[config.mk]
export PLATFORM = sky130hd
export DESIGN_NAME = harmonic_accum_flat
export DESIGN_NICKNAME = d
export VERILOG_FILES = /design/src/rtl/harmonic_accum_if.sv /design/src/rtl/harmonic_accum.sv /design/src/flat_wrapper.sv
export SDC_FILE = /design/constraint.sdc
export NUM_CORES = 1
export LEC_CHECK = 0
export ABC_AREA = 1
export CORE_MARGIN = 4
export CORE_UTILIZATION = 40
export DETAILED_ROUTE_END_ITERATION = 6
export GPL_TIMING_DRIVEN = 0
export PLACE_DENSITY = 0.57
export SYNTH_ARGS = -nofsm -noshare
export SYNTH_HDL_FRONTEND = slang
export SYNTH_SLANG_ARGS = --single-unit
[constraint.sdc]
create_clock -name i_Clock -period 6.3 [get_ports i_Clock]
set_input_delay 0.63 -clock i_Clock [delete_from_list [all_inputs] [get_ports i_Clock]]
set_output_delay 0.63 -clock i_Clock [all_outputs]
set_load 0.005 [all_outputs]
[src/rtl/harmonic_accum_if.sv]
// Bundles the sample request, sine/scaler handshakes and sample output of harmonic_accum.
// The slave modport is the accumulator side; master is its environment.
interface harmonic_accum_if;
    logic               i_Sample_Start;
    logic [7:0]         i_Harmonic_Count;
    logic signed [15:0] i_Sine;
    logic               i_Sine_Valid;
    logic [7:0]         i_Mult;
    logic               i_Mult_Ready;
    logic               i_Comb_Muted;
    logic [7:0]         o_Harmonic;
    logic               o_Sine_Req;
    logic               o_Scale_Restart;
    logic               o_Scale_Start;
    logic signed [15:0] o_Sample;
    logic               o_Sample_Valid;
    logic               o_Busy;

    modport slave (
        input  i_Sample_Start, i_Harmonic_Count, i_Sine, i_Sine_Valid,
               i_Mult, i_Mult_Ready, i_Comb_Muted,
        output o_Harmonic, o_Sine_Req, o_Scale_Restart, o_Scale_Start,
               o_Sample, o_Sample_Valid, o_Busy
    );

    modport master (
        output i_Sample_Start, i_Harmonic_Count, i_Sine, i_Sine_Valid,
               i_Mult, i_Mult_Ready, i_Comb_Muted,
        input  o_Harmonic, o_Sine_Req, o_Scale_Restart, o_Scale_Start,
               o_Sample, o_Sample_Valid, o_Busy
    );
endinterface

[src/rtl/harmonic_accum.sv]
// Sums sine x level products over a programmable number of harmonics into one
// saturated 16-bit output sample, pacing the sine source and the scaling stage.
module harmonic_accum (
    input  logic            i_Clock,
    input  logic            i_Reset_n,
    harmonic_accum_if.slave bus
);
    localparam int unsigned ACC_W  = 32;
    localparam int unsigned PROD_W = 24;
    localparam int unsigned SMP_W  = 16;
    localparam int unsigned HRM_W  = 8;

    localparam logic [2:0] IDLE    = 3'd0;
    localparam logic [2:0] RESTART = 3'd1;
    localparam logic [2:0] FETCH   = 3'd2;
    localparam logic [2:0] MAC     = 3'd3;
    localparam logic [2:0] SETTLE  = 3'd4;
    localparam logic [2:0] DONE    = 3'd5;

    logic [2:0]               state, state_nx;
    logic [HRM_W-1:0]         count_q, count_nx, harm_nx, harm_inc;
    logic signed [SMP_W-1:0]  sine_q, sine_nx;
    logic [HRM_W-1:0]         mult_q, mult_nx;
    logic                     muted_q, muted_nx;
    logic signed [ACC_W-1:0]  acc_q, acc_nx, shifted;
    logic signed [PROD_W-1:0] sine_ext, mult_ext, prod;
    logic signed [SMP_W-1:0]  sample_nx, sat;
    logic                     sine_req_nx, restart_nx, start_nx, valid_nx, busy_nx;

    // Multiply-accumulate datapath and output saturation
    always_comb begin
        sine_ext = {{(PROD_W-SMP_W){sine_q[SMP_W-1]}}, sine_q};
        mult_ext = {{(PROD_W-HRM_W){1'b0}}, mult_q};
        prod     = muted_q ? '0 : sine_ext * mult_ext;
        shifted  = acc_q >>> 8;
        harm_inc = bus.o_Harmonic + HRM_W'(1);
        if (shifted > 32'sd32767)
            sat = 16'sh7FFF;
        else if (shifted < -32'sd32768)
            sat = 16'sh8000;
        else
            sat = shifted[SMP_W-1:0];
    end

    always_comb begin
        state_nx    = state;
        count_nx    = count_q;
        harm_nx     = bus.o_Harmonic;
        sine_nx     = sine_q;
        mult_nx     = mult_q;
        muted_nx    = muted_q;
        acc_nx      = acc_q;
        sample_nx   = bus.o_Sample;
        sine_req_nx = 1'b0;
        restart_nx  = 1'b0;
        start_nx    = 1'b0;
        valid_nx    = 1'b0;
        case (state)
            IDLE: begin
                if (bus.i_Sample_Start) begin
                    count_nx = bus.i_Harmonic_Count;
                    acc_nx   = '0;
                    harm_nx  = '0;
                    // A zero count never touches the scaler or the sine source
                    if (bus.i_Harmonic_Count == '0) begin
                        state_nx = DONE;
                    end else begin
                        restart_nx = 1'b1;
                        state_nx   = RESTART;
                    end
                end
            end
            RESTART: begin
                sine_req_nx = 1'b1;
                state_nx    = FETCH;
            end
            FETCH: begin
                sine_req_nx = 1'b1;
                if (bus.i_Sine_Valid && bus.i_Mult_Ready) begin
                    sine_nx     = bus.i_Sine;
                    mult_nx     = bus.i_Mult;
                    muted_nx    = bus.i_Comb_Muted;
                    sine_req_nx = 1'b0;
                    state_nx    = MAC;
                end
            end
            MAC: begin
                acc_nx  = acc_q + {{(ACC_W-PROD_W){prod[PROD_W-1]}}, prod};
                harm_nx = harm_inc;
                if (harm_inc == count_q) begin
                    state_nx = DONE;
                end else begin
                    start_nx = 1'b1;
                    state_nx = SETTLE;
                end
            end
            SETTLE: begin
                // Scaler drops ready for one cycle after a start pulse
                sine_req_nx = 1'b1;
                state_nx    = FETCH;
            end
            DONE: begin
                sample_nx = sat;
                valid_nx  = 1'b1;
                state_nx  = IDLE;
            end
            default: state_nx = IDLE;
        endcase
        busy_nx = (state_nx != IDLE);
    end

    always_ff @(posedge i_Clock or negedge i_Reset_n) begin
        if (!i_Reset_n) state <= IDLE;
        else            state <= state_nx;
    end

    always_ff @(posedge i_Clock or negedge i_Reset_n) begin
        if (!i_Reset_n) begin
            count_q             <= '0;
            sine_q              <= '0;
            mult_q              <= '0;
            muted_q             <= 1'b0;
            acc_q               <= '0;
            bus.o_Harmonic      <= '0;
            bus.o_Sine_Req      <= 1'b0;
            bus.o_Scale_Restart <= 1'b0;
            bus.o_Scale_Start   <= 1'b0;
            bus.o_Sample        <= '0;
            bus.o_Sample_Valid  <= 1'b0;
            bus.o_Busy          <= 1'b0;
        end else begin
            count_q             <= count_nx;
            sine_q              <= sine_nx;
            mult_q              <= mult_nx;
            muted_q             <= muted_nx;
            acc_q               <= acc_nx;
            bus.o_Harmonic      <= harm_nx;
            bus.o_Sine_Req      <= sine_req_nx;
            bus.o_Scale_Restart <= restart_nx;
            bus.o_Scale_Start   <= start_nx;
            bus.o_Sample        <= sample_nx;
            bus.o_Sample_Valid  <= valid_nx;
            bus.o_Busy          <= busy_nx;
        end
    end
endmodule

[src/flat_wrapper.sv]
// flat-port wrapper written by rule: the top's interface ports become plain ports
module harmonic_accum_flat 
  (i_Clock, i_Reset_n, bus_i_Sample_Start, bus_i_Harmonic_Count, bus_i_Sine, bus_i_Sine_Valid, bus_i_Mult, bus_i_Mult_Ready, bus_i_Comb_Muted, bus_o_Harmonic, bus_o_Sine_Req, bus_o_Scale_Restart, bus_o_Scale_Start, bus_o_Sample, bus_o_Sample_Valid, bus_o_Busy);
  harmonic_accum_if bus_i ();
  input  logic i_Clock;
  input  logic i_Reset_n;
  input wire logic [$bits(bus_i.i_Sample_Start)-1:0] bus_i_Sample_Start;
  input wire logic [$bits(bus_i.i_Harmonic_Count)-1:0] bus_i_Harmonic_Count;
  input wire logic [$bits(bus_i.i_Sine)-1:0] bus_i_Sine;
  input wire logic [$bits(bus_i.i_Sine_Valid)-1:0] bus_i_Sine_Valid;
  input wire logic [$bits(bus_i.i_Mult)-1:0] bus_i_Mult;
  input wire logic [$bits(bus_i.i_Mult_Ready)-1:0] bus_i_Mult_Ready;
  input wire logic [$bits(bus_i.i_Comb_Muted)-1:0] bus_i_Comb_Muted;
  output wire logic [$bits(bus_i.o_Harmonic)-1:0] bus_o_Harmonic;
  output wire logic [$bits(bus_i.o_Sine_Req)-1:0] bus_o_Sine_Req;
  output wire logic [$bits(bus_i.o_Scale_Restart)-1:0] bus_o_Scale_Restart;
  output wire logic [$bits(bus_i.o_Scale_Start)-1:0] bus_o_Scale_Start;
  output wire logic [$bits(bus_i.o_Sample)-1:0] bus_o_Sample;
  output wire logic [$bits(bus_i.o_Sample_Valid)-1:0] bus_o_Sample_Valid;
  output wire logic [$bits(bus_i.o_Busy)-1:0] bus_o_Busy;
  assign bus_i.i_Sample_Start = bus_i_Sample_Start;
  assign bus_i.i_Harmonic_Count = bus_i_Harmonic_Count;
  assign bus_i.i_Sine = bus_i_Sine;
  assign bus_i.i_Sine_Valid = bus_i_Sine_Valid;
  assign bus_i.i_Mult = bus_i_Mult;
  assign bus_i.i_Mult_Ready = bus_i_Mult_Ready;
  assign bus_i.i_Comb_Muted = bus_i_Comb_Muted;
  assign bus_o_Harmonic = bus_i.o_Harmonic;
  assign bus_o_Sine_Req = bus_i.o_Sine_Req;
  assign bus_o_Scale_Restart = bus_i.o_Scale_Restart;
  assign bus_o_Scale_Start = bus_i.o_Scale_Start;
  assign bus_o_Sample = bus_i.o_Sample;
  assign bus_o_Sample_Valid = bus_i.o_Sample_Valid;
  assign bus_o_Busy = bus_i.o_Busy;
  harmonic_accum u_core (.i_Clock(i_Clock), .i_Reset_n(i_Reset_n), .bus(bus_i));
endmodule
Word level (Yosys, flattened, before mapping)
Cells that the tools add are included.
Word-level totals
  register bits: 97
  input bits: 38
Cells by class
  muxes and demuxes: 20
  equal/unequal tests: 7
  add/subtract/negate cells: 2
  multipliers: 1
  reduce and logical (&&, ||, !) cells: 9
  order comparisons: 2
Operators by type and width (number)
  32-bit case mux with 2 select lines: 1
  32-bit adder: 1
  16-bit 2-to-1 mux: 2
  32-bit 2-to-1 mux: 1
  24-bit by 16-bit > comparator with 1-bit output (second input constant): 1
  24-bit by 16-bit less-than comparator with 1-bit output (second input constant): 1
  16-bit by 9-bit multiplier with 24-bit output: 1
  24-bit 2-to-1 mux: 1
  8-bit case mux with 2 select lines: 1
  3-bit case mux with 4 select lines: 1
  3-bit 2-to-1 mux: 3
  8-bit by 1-bit adder with 8-bit output (second input constant): 1
  8-bit equality test: 1
  8-bit zero test: 1
  1-bit 2-to-1 mux: 8
  8-bit 2-to-1 mux: 1
  3-bit by 2-bit equality test with 1-bit output (second input constant): 2
  3-bit equality test (second input constant): 2
  2-bit AND reduction: 3
  3-bit by 1-bit equality test with 1-bit output (second input constant): 1
  3-bit zero test: 1
  3-bit nonzero test: 1
  2-bit inequality test (second input constant): 1
  1-bit case mux with 2 select lines: 1
  3 further kinds: 3

Depth between registers and ports, before layout
Gate-level depths: netlist of the first run.
  word-level depth: 5
  mapped depth: 36
  depth with buffers taken out: 34

Worst setup path after synthesis of the first run
OpenSTA, ideal clock, no wires.
  kind: register to register
  start: reg u_core.mult_q[2]
  end: reg u_core.acc_q[25]
  data required time: 6183 ps
  slack: 592 ps
  library setup time: 117 ps
  arrival: 5591 ps
  clock period less this slack: 5708 ps
  stages on the path, launching flop included: 33
  cells stage by stage: dfrtp_1 > clkbuf_1 > clkbuf_1 > nand2_1 > fa_1 > inv_1 > fa_1 > inv_1 > fa_1 > fa_1 > inv_1 > ha_1 > a21oi_1 > o21ai_1 > a21oi_2 > inv_1 > nand2_1 > nand2_1 > a21oi_1 > xor2_1 > nor2_1 > ha_1 > nand2_1 > nor2_1 > inv_1 > nor3_1 > nand3_1 > nand3b_1 > nand2_1 > nand2_1 > nand2_1 > nand3_1 > nand2_1
On the way
  cells in the longest elaborated chain, start to end: 4
RTL lines
  start, declared: line harmonic_accum.sv:23  | logic [HRM_W-1:0] mult_q, mult_nx;
  start signal, assigned: line harmonic_accum.sv:134  | mult_q <= mult_nx;
  16-bit by 9-bit multiplier with 24-bit output: line harmonic_accum.sv:34  | prod = muted_q ? '0 : sine_ext * mult_ext;
  24-bit 2-to-1 mux: line harmonic_accum.sv:34
  32-bit adder: line harmonic_accum.sv:88  | acc_nx = acc_q + {{(ACC_W-PROD_W){prod[PROD_W-1]}}, prod};
  32-bit case mux with 2 select lines: line harmonic_accum.sv:58  | case (state)
  end signal, assigned: line harmonic_accum.sv:136  | acc_q <= acc_nx;
  end, declared: line harmonic_accum.sv:25  | logic signed [ACC_W-1:0] acc_q, acc_nx, shifted;
No other way between the ends.
A chain may end at the register's enable or synchronous reset.

Final worst setup path of the first run
  start: reg u_core.mult_q[0]
  end: reg u_core.acc_q[26]
The elaborated chain is that of the path after synthesis.

==> results of run 1 <==
through the flow:
stage	hold slack (ns)	utilization, %	TNS, ns	worst slack, ns
global placement	0.474	45.3	-5.53	-0.583
floorplan	0.334	-	0	0.592
global route	0.277	47.7	-0.155	-0.0639
detailed placement	0.472	45.4	-5.58	-0.555
finish	0.249	47.7	0	0.286
CTS	0.262	46.6	0	0.00579
worst max-delay path by stage:
stage                           startpoint                to  slack [ns]  depth (start not counted)
after global placement    u_core.mult_q[2]  u_core.acc_q[21]       -0.58                         30
final                     u_core.mult_q[0]  u_core.acc_q[26]        0.29                         31
after CTS                 u_core.mult_q[2]  u_core.acc_q[25]       0.006                         31
after detailed placement  u_core.mult_q[2]  u_core.acc_q[25]       -0.55                         32
after floorplan           u_core.mult_q[2]  u_core.acc_q[25]        0.59                         32
after global routing      u_core.mult_q[2]  u_core.acc_q[25]       -0.06                         30
sequential cells by signal, indices dropped and copies added (netlist names):
name	flops
u_core.acc_q	32
u_core.bus.o_Sample	16
u_core.sine_q	16
u_core.bus.o_Harmonic	8
u_core.count_q	8
u_core.mult_q	8
u_core.state	3
u_core.bus.o_Busy	1
u_core.bus.o_Sample_Valid	1
u_core.bus.o_Scale_Restart	1
u_core.bus.o_Scale_Start	1
u_core.bus.o_Sine_Req	1
u_core.muted_q	1
synth_stat cells, types with 2 or more instances:
| library cell | number | share of area [%] |
|---|---|---|
| a22o_1 | 2 | 0.17 |
| clkbuf_1 | 41 | 1.5 |
| inv_1 | 286 | 10 |
| nand2_1 | 433 | 16 |
| ha_1 | 79 | 9.5 |
| nor2_1 | 86 | 3.1 |
| o21bai_1 | 8 | 0.58 |
| nor2_2 | 2 | 0.12 |
| nand4_1 | 9 | 0.54 |
| nor3_1 | 8 | 0.38 |
| dfrtp_1 | 97 | 23 |
| o22ai_1 | 5 | 0.30 |
| buf_2 | 7 | 0.34 |
| o21a_1 | 4 | 0.29 |
| o31ai_1 | 2 | 0.14 |
| or2_2 | 2 | 0.12 |
| a21o_1 | 2 | 0.14 |
| nand3_1 | 31 | 1.5 |
| a32o_1 | 2 | 0.19 |
| nor4_1 | 4 | 0.24 |
| a21boi_0 | 3 | 0.22 |
| o21ai_1 | 13 | 0.62 |
| a21oi_1 | 81 | 3.9 |
| xnor2_1 | 8 | 0.67 |
| fa_1 | 101 | 19 |
| nand3b_1 | 2 | 0.14 |
| inv_2 | 5 | 0.18 |
| xor2_1 | 13 | 1.1 |
| nor3_2 | 3 | 0.29 |
| o21ai_2 | 3 | 0.25 |
| nand3_2 | 5 | 0.48 |
| o21ai_0 | 79 | 3.8 |
| and2_1 | 2 | 0.12 |
kinds of logic after synthesis:
logic type | Yosys count | synth area share, %
flip-flops | 97 | 23.3
XOR/XNOR | 21 | 1.76
AO/OA/AOI/OAI | 209 | 11.0
buffers and inverters | 340 | 12.3
adder cells (fa/ha/maj) | 180 | 28.8
AND/OR/NAND/NOR | 591 | 22.9
cell type report:
class | instances | area (um2) | share of cell area, %
Multi-Input combinational cell | 1001 | 6890 | 56.9
Inverter | 291 | 1100 | 9.07
Tap cell | 330 | 413 | 3.41
Clock buffer | 10 | 239 | 1.97
Clock inverter | 6 | 61.3 | 0.506
Sequential cell | 97 | 2440 | 20.1
Timing Repair Buffer | 85 | 821 | 6.78
Buffer | 28 | 154 | 1.27
routing by layer:
| layer | wire length, um | part of all wire (%) |
|---|---|---|
| met5 | 0 | 0 |
| met4 | 534 | 2.0 |
| met3 | 1070 | 3.9 |
| met1 | 12800 | 47 |
| met2 | 12800 | 47 |
repair_timing:
action,in CTS,in global routing
pin swaps,0,6
setup buffers,0,18
resized for setup,18,60
endpoints found under the setup margin,17,14
==> qor.csv, run 1 <==
stage,metric,value,unit
status,run status,finished clean,
route,vias per cell,4.97,
worst_setup_path,Crit Path Max Fanout,6,
floorplan,Die Y,170,um
global_routing,grt met3 use,2.38,%
timing,"Setup violations, final",0,
timing,Clock Skew,0.0122,ns
floorplan,total die area,28700,um2
final_layout,"commonest cells after routing, fill and taps aside","nand2_1, inv_1, fa_1, dfrtp_1, nor2_1",
worst_setup_path,critical path type,reg -> reg,
timing,actual slew at the worst max-slew pin,0.634,ns
route,Routed WL,27.2,mm
route,via count of the routed design,9188,
timing,RSZ-0062 raised after global routing,yes,
worst_setup_path,largest delay contributor family on the critical path,adder cells,
cts,H-tree depth,3,
place,Port-buffer cells,66,
worst_setup_path,FF-to-FF End,u_core.acc_q[26],
worst_setup_path,Worst Path Required,6.56,ns
place,DP Cell Count,1835,
route,DRT iter0 DRCs,538,
timing,min Tclk post-route,6.01,ns
final_layout,Layout Nets,1731,
timing,FMAX,0.166,GHz
floorplan,row count,58,
worst_setup_path,r2r setup slk,0.29,ns
synth,syn_nets,1656,
cts,root cell of the clock tree,clkbuf_16,
run,max-cap violations,0,
place,DP HPWL,21.7,mm
global_routing,number of global-route vias before repair,9439,
final_layout,Inserted Diodes,0,
hold_path,Min-Delay Path Class,in -> async,
floorplan,Initial Utilization,41.1,%
synth,"Seq/Total Area, Yosys",23.3,%
place,Area after DPL,11500,um2
route,WL/cell,14.7,um
floorplan,die width,170,um
final_layout,"commonest non-fill, non-tap cell in the layout",nand2_1,
worst_setup_path,Worst path max stage delay,0.63,ns
cts,clock buffer depth,2,
synth,synth unique cells,43,
synth,Async SR Flop Fraction,100,%
final_layout,Finished Cell Area,12100,um2
cts,CTS sink count,97,
timing,crit share post-route,95.5,%
final_layout,layout cells sized above 1,7.51,%
route,router iterations before antenna repair,5,
cts,Num CTS Buffers,9,
synth,Syn Inst Count,1438,
global_routing,initial antenna violation count,0,
worst_setup_path,CP max stage cell,fa_2,
worst_setup_path,FF-to-FF Start,u_core.mult_q[0],
worst_setup_path,CP Launch Type,register,
global_routing,GRT busiest layer,met2,
final_layout,Non-Filler Instances,1848,
worst_setup_path,"Data arrival, critical path",6.27,ns
worst_setup_path,Worst R2R Path Depth,31,
worst_setup_path,most frequent cell on the critical path,nand2_1,
cts,insertion delay to the later sink of the worst-skew pair,0.36,ns
timing,Slew Limit Fails,0,
synth,mapped cell area,10400,um2
timing,Slew Limit Headroom,57.8,%
place,RD Place Congestion,0.867,
final_layout,Area Growth Syn to Fin,16.0,%
global_routing,GRT met2 Usage,33.3,%
cts,hold_buf cts,0,
route,# DRC,0,
synth,Synth Register Bits,97,
synth,Yosys warnings,0,
floorplan,I/O Pins,67,
cts,clock slew at reported path FFs,0.08,ns
global_routing,met1 usage,27.6,%
floorplan,core area,25400,um2
global_routing,largest net degree at the start of global routing,58,
synth,Post-synth EDFFs,0,
final_layout,Layout fillers,2607,
global_routing,global route total overflow,0,
timing,Final Hold Vio Count,0,
synth,most common flop cell mapped by yosys,dfrtp_1,
worst_setup_path,Setup crit end kind,register,
synth,Syn Area/Cell,7.26,um2
cts,CTS tree,built,
global_routing,first-pass GRT wire length,46.2,mm
route,post-route antenna net violation count,0,
global_routing,Total GRT Usage,19.9,%
worst_setup_path,worst path bufs/invs,8,
Power of run 1 is not shown: default switching activity piles up to over one toggle a cycle in this logic, so the estimate is an artifact.
==> run 2, diff against run 1 <==
Settings changed: HOLD_SLACK_MARGIN from default to 0.1.
==> results of run 2 <==
No change in the layout: final DEF, timing and power equal those of run 1.
Power of run 2 is left out for the same reason.
